--- config.mk ---
export PLATFORM = sky130hd
export DESIGN_NAME = seven_segment_driver
export DESIGN_NICKNAME = d
export VERILOG_FILES = /design/src/rtl/seven_seg_pkg.sv /design/src/rtl/seven_segment_driver_hex.sv /design/src/rtl/seven_segment_driver.sv
export SDC_FILE = /design/constraint.sdc
export NUM_CORES = 1
export LEC_CHECK = 0
export ABC_AREA = 1
export CORE_ASPECT_RATIO = 1.1
export CORE_MARGIN = 2
export CORE_UTILIZATION = 59
export DETAILED_ROUTE_END_ITERATION = 8
export GPL_TIMING_DRIVEN = 1
export PLACE_DENSITY = 0.95
export SLEW_MARGIN = 20
export SYNTH_ARGS = -nofsm -noshare
export SYNTH_HDL_FRONTEND = slang
export SYNTH_SLANG_ARGS = --single-unit
--- constraint.sdc ---
create_clock -name clk -period 2.9 [get_ports clk]
set_input_delay 0.29 -clock clk [delete_from_list [all_inputs] [get_ports clk]]
set_output_delay 0.29 -clock clk [all_outputs]
set_load 0.01 [all_outputs]
--- src/rtl/seven_seg_pkg.sv ---
// rtl/seven_seg_pkg.sv - shared widths, types and segment patterns for the seven-segment driver
package seven_seg_pkg;

    localparam int SEG_WIDTH  = 7;
    localparam int NUM_DIGITS = 4;

    typedef logic [SEG_WIDTH-1:0] seg_pattern_t;

    // Active-high patterns, bit 0 = segment a through bit 6 = segment g.
    localparam seg_pattern_t SEG_BLANK = 7'h00;
    localparam seg_pattern_t SEG_HEX [0:15] = '{
        7'h3F, 7'h06, 7'h5B, 7'h4F, 7'h66, 7'h6D, 7'h7D, 7'h07,
        7'h7F, 7'h6F, 7'h77, 7'h7C, 7'h39, 7'h5E, 7'h79, 7'h71
    };

endpackage

--- src/rtl/seven_segment_driver_hex.sv ---
// rtl/seven_segment_driver_hex.sv - nibble to active-high seven-segment pattern decoder
module hex_to_seven_seg
    import seven_seg_pkg::*;
(
    input  logic [3:0]   nibble,
    output seg_pattern_t pattern
);

    assign pattern = SEG_HEX[nibble];

endmodule

--- src/rtl/seven_segment_driver.sv ---
// rtl/seven_segment_driver.sv - multiplexed 4-digit hex display with PWM, blanking and tear-free updates
module seven_segment_driver
    import seven_seg_pkg::*;
#(
    parameter int CLK_DIV_LOG2   = 10,
    parameter bit SEG_ACTIVE_LOW = 1'b1
) (
    input  logic                  clk,
    input  logic                  rst_n,
    input  logic                  clk_enable,
    input  logic [15:0]           value_in,
    input  logic [NUM_DIGITS-1:0] dp_in,
    input  logic                  blank_lz,
    input  logic [2:0]            brightness,
    input  logic                  value_valid,
    output logic                  value_ready,
    output logic [SEG_WIDTH-1:0]  seg,
    output logic                  dp,
    output logic [NUM_DIGITS-1:0] digit_en
);

    // XOR masks: all-ones flips to active-low, and doubles as the inactive level.
    localparam logic [SEG_WIDTH-1:0]  SEG_OFF = {SEG_WIDTH{SEG_ACTIVE_LOW}};
    localparam logic                  DP_OFF  = SEG_ACTIVE_LOW;
    localparam logic [NUM_DIGITS-1:0] DEN_OFF = {NUM_DIGITS{SEG_ACTIVE_LOW}};

    logic [CLK_DIV_LOG2-1:0] prescaler;
    logic [1:0]              digit_idx;
    logic [15:0]             pending_value;
    logic [15:0]             display_value;
    logic [NUM_DIGITS-1:0]   pending_dp;
    logic [NUM_DIGITS-1:0]   display_dp;
    logic                    pending_full;

    logic                    slot_tick;
    logic                    frame_tick;
    logic                    accept;
    logic [3:0]              active_nibble;
    logic                    blank_digit;
    logic                    pwm_on;
    seg_pattern_t            hex_pattern;
    seg_pattern_t            seg_next;
    logic [NUM_DIGITS-1:0]   den_next;

    assign slot_tick   = &prescaler;
    assign frame_tick  = slot_tick && (digit_idx == 2'd3);
    assign value_ready = !pending_full;
    assign accept      = value_valid && !pending_full;

    assign active_nibble = display_value[{digit_idx, 2'b00} +: 4];

    // A digit is leading-zero if it and every more significant nibble are zero.
    assign blank_digit = blank_lz && (digit_idx != 2'd0)
                         && ~|(display_value >> {digit_idx, 2'b00});

    assign pwm_on = prescaler[CLK_DIV_LOG2-1 -: 3] <= brightness;

    hex_to_seven_seg u_hex (
        .nibble  (active_nibble),
        .pattern (hex_pattern)
    );

    assign seg_next = blank_digit ? SEG_BLANK : hex_pattern;
    assign den_next = pwm_on ? (4'b0001 << digit_idx) : 4'b0000;

    always_ff @(posedge clk) begin
        if (!rst_n) begin
            prescaler     <= '0;
            digit_idx     <= 2'd0;
            pending_value <= '0;
            pending_dp    <= '0;
            display_value <= '0;
            display_dp    <= '0;
            pending_full  <= 1'b0;
            seg           <= SEG_OFF;
            dp            <= DP_OFF;
            digit_en      <= DEN_OFF;
        end else if (clk_enable) begin
            prescaler <= prescaler + 1'b1;
            if (slot_tick) begin
                digit_idx <= digit_idx + 2'd1;
            end
            // A full pending slot blocks accept, so copy-out and capture never collide.
            if (frame_tick && pending_full) begin
                display_value <= pending_value;
                display_dp    <= pending_dp;
                pending_full  <= 1'b0;
            end else if (accept) begin
                pending_value <= value_in;
                pending_dp    <= dp_in;
                pending_full  <= 1'b1;
            end
            seg      <= seg_next ^ SEG_OFF;
            dp       <= display_dp[digit_idx] ^ DP_OFF;
            digit_en <= den_next ^ DEN_OFF;
        end
    end

endmodule

=== Word-level counts from Yosys, hierarchy flattened ===
Memories as Yosys holds them, arrays and structs flattened.
Cells that the tools add are included.

* Add/subtract/negate cells: 2
* Order comparisons: 3
* Eq/ne operators: 1
* Shifts and indexed selects: 3
* Muxes and demuxes: 8
* Bitwise operators: 5
* Reduce and logical (&&, ||, !) cells: 15

{| class="wikitable"
|+ Operators with widths
! operator !! number
|-
| $mux 7 || 3
|-
| $reduce_or 16->1 || 1
|-
| $shiftx 16x5->4 || 1
|-
| $shr 16x4->16 || 1
|-
| $reduce_and 11->1 || 1
|-
| $add 10x1->10 const B || 1
|-
| $reduce_and 10->1 || 1
|-
| $not 7->7 || 1
|-
| $ge 5x5->1 const B || 1
|-
| $logic_and 1x1->1 || 5
|-
| $not 4->5 || 1
|-
| $mux 4 || 1
|-
| $not 4->4 || 1
|-
| $reduce_and 2->1 || 2
|-
| $reduce_bool 2->1 || 2
|-
| $shl 1x2->4 const A || 1
|-
| $le 3x3->1 || 1
|-
| $lt 2x3->1 const B || 1
|-
| $mux 1 || 3
|-
| $reduce_and 3->1 || 1
|-
| $add 2x1->2 const B || 1
|-
| $bmux 1 s2 || 1
|-
| $eq 2x2->1 const B || 1
|-
| $logic_not 1->1 || 2
|-
| $not 1->1 || 2
|}

* Register bits after elaboration: 65
* ROM bits: 112
* Input port bits: 28
* Output and inout port bits: 13
* Logic and storage cells: 48
* Memories kept: 1

{| class="wikitable"
|+ Memory list
! memory !! depth !! bits a word !! read ports !! clocked after Yosys merged registers in !! write ports !! line !! text
|-
| (name not given) || 16 || 7 || 1 || 0 || 0 || seven_segment_driver_hex.sv:9 || <nowiki>assign pattern = SEG_HEX[nibble];</nowiki>
|}

=== Longest topological paths before layout ===
Gate-level depths: netlist of the first run.

* Depth in word-level cells: 7
* Mapped depth: 14
* Gate-level depth less buffers: 13

=== Modules after synthesis ===
A second synthesis of the first run with hierarchy kept.

* Cells, all modules: 439
* Area, all modules: 3106.7 sq um

{| class="wikitable"
|+ Modules (own cells, without submodules)
! module !! instances !! cells each !! area an instance (sq um) !! sequential area each (sq um)
|-
| seven_segment_driver || 1 || 387 || 2836.5 || 1301.2
|-
| hex_to_seven_seg || 1 || 52 || 270.3 || 0.0
|}

=== Worst setup path after synthesis of the first run ===
OpenSTA, ideal clock, no wires.

* Path kind: reg-to-reg
* Start point: register digit_idx[0]
* End point: register seg[5]
* Setup time: 0.115 ns
* Data arrival time: 1.550 ns
* Slack: 1.235 ns
* Cell stages (with the launch flop): 14
* Path buffers: 1
* Period minus slack after synthesis: 1.665 ns
* Cells stage by stage: dfxtp_1 inv_2 buf_6 nand2_1 nand3_1 nand2_1 inv_1 ha_1 nand3_1 nand2_1 a21oi_1 nand2_1 nand2_1 nand2_1

* Word-level cells in the longest chain between the ends: 7
* Elaborated cells between the ends (all ways): 13
* Those cells by class: shift: 2; mux: 3; bitwise: 2; reduce/logical: 5; memory: 1

{| class="wikitable"
|+ Ends and longest elaborated chain
! item !! line !! text
|-
| start, declared || seven_segment_driver.sv:28 || <nowiki>logic [1:0] digit_idx;</nowiki>
|-
| start signal, assigned || seven_segment_driver.sv:81 || <nowiki>digit_idx <= digit_idx + 2'd1;</nowiki>
|-
| $shiftx 16x5->4 || seven_segment_driver.sv:50 || <nowiki>assign active_nibble = display_value[{digit_idx, 2'b00} +: 4];</nowiki>
|-
| $not 4->5 (implied by the code) || seven_segment_driver_hex.sv:9 ||
|-
| $mem_v2 16x7 || - ||
|-
| $mux 7 (implied by the code) (2 in series) || seven_segment_driver_hex.sv:9 ||
|-
| $mux 7 (*) || seven_segment_driver.sv:63 || <nowiki>assign seg_next = blank_digit ? SEG_BLANK : hex_pattern;</nowiki>
|-
| $not 7->7 (no source line) (*) || - ||
|-
| end signal, assigned || seven_segment_driver.sv:93 || <nowiki>seg <= seg_next ^ SEG_OFF;</nowiki>
|-
| end, declared || seven_segment_driver.sv:17 || <nowiki>output logic [SEG_WIDTH-1:0] seg,</nowiki>
|}

Mark *: on every way between the ends. The rest lies on a longest branch, timed or not. The select of a mux whose other input is x is not followed.
A chain may end at the register's enable or synchronous reset.

=== Worst setup path after layout of the first run ===
Ends and elaborated chain as after synthesis.

==> results.md, run 1 <==
* Grt ovf at 0
* Iteration-0 DRC Markers at 229
* Final period util at 0.791
* GPL Wtd Cong at 0.895
* Final instance area at 3850 um2
* Area contributors post-synth: dfxtp_1, nand2_1, nor2_1, inv_1, ha_1
* Vias/cell at 5.01
* Critical-path maximum fanout at 15
* Post-synth EDFFs at 0
* Skew final at 0.00635 ns
* Cts hold-fix bufs at 0
* Die Wd at 74.7 um
* Setup TNS at 0 ns
* Worst relative slew slack at 0.633
* Slowest stage cell, crit path: dfxtp_1
* RSZ-0062 raised after global routing: false
* First-pass GRT wire length at 11400 um
* Final Max Tran Viols at 0
* Post-layout minimum cycle time at 2.29 ns
* First drt pass iteration count at 4
* Die H at 81.8 um
* Drt drc at 0
* Synthesized net count at 512
* Setup violations, final at 0
* Via count at 2935
* Ports at 41
* CTS Buffer Depth at 2
* Synth Warn # at 0
* Global-route usage over all layers at 0.243
* Fraction of layout cells with a size suffix above 1 at 0.0763
* Leakage at 1.72 nW
* Vias in the first global route at 2755
* CP required at 3.15 ns
* Largest delay share family, worst path: simple AND/OR/NAND/NOR gates
* Root Driver: clkbuf_8
* Num CTS Buffers at 9
* Max Clock Freq at 0.436 GHz
* Max-Cap Viols at 0
* WP data arrival at 2.54 ns
* Worst IR Drop VDD at 430 uV
* Util after Layout at 0.718
* Synth top area share at 0.401
* Initial Utilization at 0.605
* Setup CP Type: reg2reg
* Area grow syn2layout at 18.7%
* Final WL at 6480 um
* Post-synthesis sequential area ratio at 0.401
* Mapped Avg Cell Area at 6.90 um2
* Top_reg_cell synth: dfxtp_1
* Async S/R FF share, synth at 0
* Layout Nets at 548
* Rows at 28
* Hold slack final at 0.480 ns
* Clk slew on worst S/H paths at 0.08 ns
* Area leader, netlist: dfxtp_1
* Worst-Margin Slew at 0.549 ns
* Port bufs at 40
* Final ANT Viol Nets at 0
* Detailed placement HPWL at 4740 um
* Syn Std Cell Area at 3240 um2
* Critical Path, Cell by Cell: inv_2 > nand2_1 > nand3_1 > nand2_1 > inv_1 > ha_1 > nand3_1 > nand2_1 > a21oi_1 > nand2_1 > nand2_1 > nand2_1
* # diodes at 0
* FF+latch count, synth at 65
* Cells after Synth at 470
* Max incr delay on CP at 0.63 ns
* Drt wl/cell at 11.1 um
* Largest net degree at the start of global routing at 42
* Worst hold path class: reg2reg
* Crit path buf inv count at 2
* CTS resizes at 0
* Top cells by count, synth: nand2_1, nor2_1, dfxtp_1, inv_1, o21ai_0
* Num Clock Sinks at 65
* Core area at 5360 um2
* Outcome: completed
* H-Tree Depth at 3
* TritonCTS clock tree: built
* Setup crit end kind: flip-flop
* Final hold violation count at 0
* Most common cell in the netlist: nand2_1
* Type of origin of the critical path: flip-flop
* Antenna violations before repair at 0
* Skew-Pair Late Insertion Delay at 0.36 ns
* Die area at 6110 um2
* Area after DPL at 3640 um2
* Library cells used by synthesis at 30
* P per Cell Area at 491 nW/um2
* CP most frequent cell: nand2_1
* Setup Buffers After CTS at 0
[routing by layer]
metal	global-route usage	up-vias	share of wire	routed length [um]
met1	0.276	1276	0.42	2730
met4	0.100	0	0.026	171
li1	-	1543	-	-
met2	0.419	97	0.50	3230
met5	0	-	0	0
met3	0.0736	19	0.053	342
[power breakdown]
part           total, mW  leakage [nW]  switching (mW)  internal, mW
registers          0.945         0.531          0.0190         0.926
clock network      0.786        0.0960           0.383         0.403
logic              0.160          1.10          0.0760        0.0845
total               1.89          1.72           0.478          1.41
[worst min-delay path, delay by kind of cell, from the launching register on]
family,cells,cell delay [ns]
AO/OA/AOI/OAI,1,0.07
flip-flops,1,0.33
AND/OR/NAND/NOR,1,0.06
[logic make-up (layout without fill, tap and decap cells)]
family                     after synthesis  count (layout)  share of synthesized area
and+or+nand+nor                        233             233                      0.314
buffers and inverters                   84             125                      0.113
AOI/OAI and AO/OA                       73              73                      0.115
DFF                                     65              65                      0.401
adders and majority gates               14              14                     0.0540
xor gates and xnor gates                 1               1                    0.00270
[through the flow]
step                      total power [mW]  setup slack, ns  cells
after floorplan                       1.05             1.24    470
after global placement                1.12            0.758    570
after detailed placement              1.13            0.636    570
after CTS                             1.90            0.615    586
after global routing                  1.97            0.342    586
final                                 1.89            0.606    586
[cells in the final DEF (no fill, tap or decap), types with 2 or more instances in the layout]
cell type,instances
nand2_2,2
inv_2,5
buf_4,4
inv_1,60
nand2_1,96
nand3b_1,2
a21oi_1,21
clkdlybuf4s50_1,40
clkbuf_8,9
nor3_2,2
clkinvlp_4,2
dfxtp_1,65
clkinv_4,3
o21ai_0,30
nand3_2,3
nor3_1,3
nor2_1,86
ha_1,14
nand2_4,2
o21ai_1,20
nand4_1,2
nand3_1,29
[final timing paths]
path | start | to | slack [ns] | cells after the start
max | digit_idx[0]$_SDFFE_PN0P_ | seg[5]$_SDFFE_PN1P_ | 0.61 | 12
max reg2reg | digit_idx[0]$_SDFFE_PN0P_ | seg[5]$_SDFFE_PN1P_ | 0.61 | 12
min reg2reg | digit_en[1]$_SDFFE_PN1P_ | digit_en[1]$_SDFFE_PN1P_ | 0.48 | 2
min | digit_en[1]$_SDFFE_PN1P_ | digit_en[1]$_SDFFE_PN1P_ | 0.48 | 2
[flip-flops by register name, summed over array words and instances, names as in the netlist]
signal / cells
digit_en: 4
pending_full: 1
dp: 1
display_value: 16
pending_dp: 4
display_dp: 4
digit_idx: 2
pending_value: 16
seg: 7
prescaler: 10
[final cells by class]
type                    count  area (um2)
repair buffers             44         430
fillers                   407        1510
inverters                  65         244
clock inverters             7        80.1
flip-flops and latches     65        1300
well taps                  75        93.8
multi-input cells         321        1580
clock buffers               9         124
No activity file was read; power rests on OpenSTA's default activity.
==> run 2: changes to the inputs <==
--- a/config.mk
+++ b/config.mk
@@ -8,10 +8,10 @@
 export ABC_AREA = 1
 export CORE_ASPECT_RATIO = 1.1
 export CORE_MARGIN = 2
-export CORE_UTILIZATION = 59
+export CORE_UTILIZATION = 55
 export DETAILED_ROUTE_END_ITERATION = 8
 export GPL_TIMING_DRIVEN = 1
-export PLACE_DENSITY = 0.95
+export PLACE_DENSITY = 0.91
 export SLEW_MARGIN = 20
 export SYNTH_ARGS = -nofsm -noshare
 export SYNTH_HDL_FRONTEND = slang
==> constraint.sdc (replaced) <==
create_clock -name clk -period 2.15 [get_ports clk]
set_input_delay 0.215 -clock clk [delete_from_list [all_inputs] [get_ports clk]]
set_output_delay 0.215 -clock clk [all_outputs]
set_load 0.01 [all_outputs]
==> run 2 against run 1 <==
- register-to-register slack lost 0.41 ns
- sequential cell count is the same
- maximum frequency grew 17%
- first-iteration DRC count shrank 38%
- sequential share of layout area shrank 0.15 points
- via count shrank 0.65%
- largest power group unchanged
- utilization shrank 4.4 points
- largest cell class unchanged
- global-route usage shrank 2.4 points
==> results.md, run 2 (synthesis results as in run 1) <==
* Outcome: completed (unchanged)
* Setup TNS at 0 ns (unchanged)
* Most common cell after layout, fill and taps aside: nand2_1 (unchanged)
* Global-route usage over all layers at 0.219 (was 0.243)
* Layout Nets at 551 (was 548)
* Design Power at 2.52 mW (was 1.89 mW)
* GPL Wtd Cong at 0.922 (was 0.895)
* P per Cell Area at 652 nW/um2 (was 491 nW/um2)
* Num Clock Sinks at 65 (unchanged)
* Iteration-0 DRC Markers at 141 (was 229)
* Via count at 2916 (was 2935)
* Grt ovf at 0 (unchanged)
* Slowest stage cell, crit path: dfxtp_1 (unchanged)
* RSZ-0062 raised after global routing: false (unchanged)
* Area after DPL at 3670 um2 (was 3640 um2)
* Ports at 41 (unchanged)
* Comb pwr share at 0.087 (was 0.085)
* Crit path buf inv count at 2 (unchanged)
* Most frequent cells in the layout: nand2_1, nor2_1, dfxtp_1 (unchanged)
* H-Tree Depth at 3 (unchanged)
* Die area at 6530 um2 (was 6110 um2)
* Final Max Tran Viols at 0 (unchanged)
* Drt wl/cell at 11.3 um (was 11.1 um)
* Largest delay share family, worst path: simple AND/OR/NAND/NOR gates (unchanged)
* Part of the power in the clock network at 0.407 (was 0.416)
* Worst-Margin Slew at 0.601 ns (was 0.549 ns)
* First drt pass iteration count at 6 (was 4)
* CP most frequent cell: nand2_1 (unchanged)
* # diodes at 0 (unchanged)
* Cts hold-fix bufs at 0 (unchanged)
* TritonCTS clock tree: built (unchanged)
* CTS Buffer Depth at 2 (unchanged)
* Port bufs at 40 (unchanged)
* Drt drc at 0 (unchanged)
* Core area at 5730 um2 (was 5360 um2)
* Hold slack final at 0.467 ns (was 0.480 ns)
* Number of fill cells in the layout at 520 (was 407)
* Rows at 29 (was 28)
* Detailed placement HPWL at 4830 um (was 4740 um)
* Leakage at 1.74 nW (was 1.72 nW)
* Num CTS Buffers at 9 (unchanged)
* Critical-path maximum fanout at 9 (was 15)
* Power share of the sequential group at 0.506 (was 0.500)
* Worst IR Drop VDD at 533 uV (was 430 uV)
* Largest regs: display_value x16, pending_value x16, prescaler x10 (unchanged)
* Antenna violations before repair at 0 (unchanged)
* Setup crit end kind: flip-flop (unchanged)
* Die Wd at 77.2 um (was 74.7 um)
* Final WL at 6650 um (was 6480 um)
* Final instance area at 3870 um2 (was 3850 um2)
* CP required at 2.38 ns (was 3.15 ns)
* Vias in the first global route at 2834 (was 2755)
* Skew final at 0.00606 ns (was 0.00635 ns)
* Critical Path, Cell by Cell: inv_2 > nand3_1 > nand2_1 > ha_1 > inv_1 > nor2_1 > nand3_1 > nor2_1 > nand2_1 > nand3_1 > nand2_1 > nand2_1 (was inv_2 > nand2_1 > nand3_1 > nand2_1 > inv_1 > ha_1 > nand3_1 > nand2_1 > a21oi_1 > nand2_1 > nand2_1 > nand2_1)
* First-pass GRT wire length at 11600 um (was 11400 um)
* Final ANT Viol Nets at 0 (unchanged)
* Switching Fraction at 0.235 (was 0.253)
* Clk slew on worst S/H paths at 0.07 ns (was 0.08 ns)
* Max-Cap Viols at 0 (unchanged)
* Worst hold path class: reg2reg (unchanged)
* Vias/cell at 4.93 (was 5.01)
* WP data arrival at 2.19 ns (was 2.54 ns)
* Post-layout minimum cycle time at 1.96 ns (was 2.29 ns)
* Max incr delay on CP at 0.54 ns (was 0.63 ns)
* Max Clock Freq at 0.511 GHz (was 0.436 GHz)
* Fraction of layout cells with a size suffix above 1 at 0.0798 (was 0.0763)
* P_int at 1.93 mW (was 1.41 mW)
* Root Driver: clkbuf_8 (unchanged)
* CTS resizes at 0 (unchanged)
* Area grow syn2layout at 19.2% (was 18.7%)
* Final hold violation count at 0 (unchanged)
* Die H at 84.5 um (was 81.8 um)
* Skew-Pair Late Insertion Delay at 0.34 ns (was 0.36 ns)
* Final period util at 0.911 (was 0.791)
* Worst relative slew slack at 0.599 (was 0.633)
* Initial Utilization at 0.566 (was 0.605)
* NetSw at 591 uW (was 478 uW)
* Setup CP Type: reg2reg (unchanged)
* Setup Buffers After CTS at 0 (unchanged)
* Largest net degree at the start of global routing at 42 (unchanged)
* Setup violations, final at 0 (unchanged)
* Type of origin of the critical path: flip-flop (unchanged)
run 2: cell types whose count changed in the layout (fill, tap and decap cells not counted), sizes merged:
cell    before  now
clkinv       3    2
inv         66   65
buf          4    7
clkbuf       9   11
run 2: power by group through the flow:
| stage | registers, mW | logic, mW | clock network, mW |
|---|---|---|---|
| 3_3_place_gp | 1.30 | 0.215 | 0 |
| 2_1_floorplan | 1.30 | 0.111 | 0 |
| 3_5_place_dp | 1.30 | 0.221 | 0 |
| 4_1_cts | 1.27 | 0.222 | 1.04 |
| 6_report | 1.27 | 0.220 | 1.03 |
| 5_1_grt | 1.28 | 0.247 | 1.08 |
run 2: cell type report:
class	instances	area, um2	share of cell area
inverter	65	244	0.0631
clock buffer	11	141	0.0366
tap	77	96.3	0.0249
multi-input combinational	321	1580	0.407
timing repair buffer	47	453	0.117
sequential	65	1300	0.337
clock inverter	5	55.1	0.0142
run 2: worst reg2reg max path, cell delays in order, from the launching register on:
cell and delay [ns]:
dfxtp_1 0.54, inv_2 0.15, nand3_1 0.11, nand2_1 0.14, ha_1 0.24, inv_1 0.07, nor2_1 0.05, nand3_1 0.06
nor2_1 0.05, nand2_1 0.20, nand3_1 0.11, nand2_1 0.07, nand2_1 0.05
run 2: metrics by stage:
stage,worst slack [ns],instances,util
after detailed placement,0.228,575,0.640
after CTS,0.239,591,0.674
final,0.191,591,0.674
after global placement,0.385,575,0.640
after global routing,0.0276,591,0.674
after floorplan,0.485,470,-
run 2: routing by layer:
| layer | up-vias | global-route usage | share of wire |
|---|---|---|---|
| li1 | 1552 | - | - |
| met1 | 1266 | 0.245 | 0.44 |
| met2 | 85 | 0.387 | 0.49 |
| met3 | 13 | 0.0366 | 0.045 |
| met4 | 0 | 0.131 | 0.028 |
| met5 | - | 0 | 0 |
run 2: final timing paths:
check             cells past startpoint  slack [ns]                       from                       end
hold / removal                        2        0.47   digit_en[1]$_SDFFE_PN1P_  digit_en[1]$_SDFFE_PN1P_
setup / recovery                     12        0.19  digit_idx[1]$_SDFFE_PN0P_       seg[0]$_SDFFE_PN1P_
setup reg to reg                     12        0.19  digit_idx[1]$_SDFFE_PN0P_       seg[0]$_SDFFE_PN1P_
hold reg to reg                       2        0.47   digit_en[1]$_SDFFE_PN1P_  digit_en[1]$_SDFFE_PN1P_
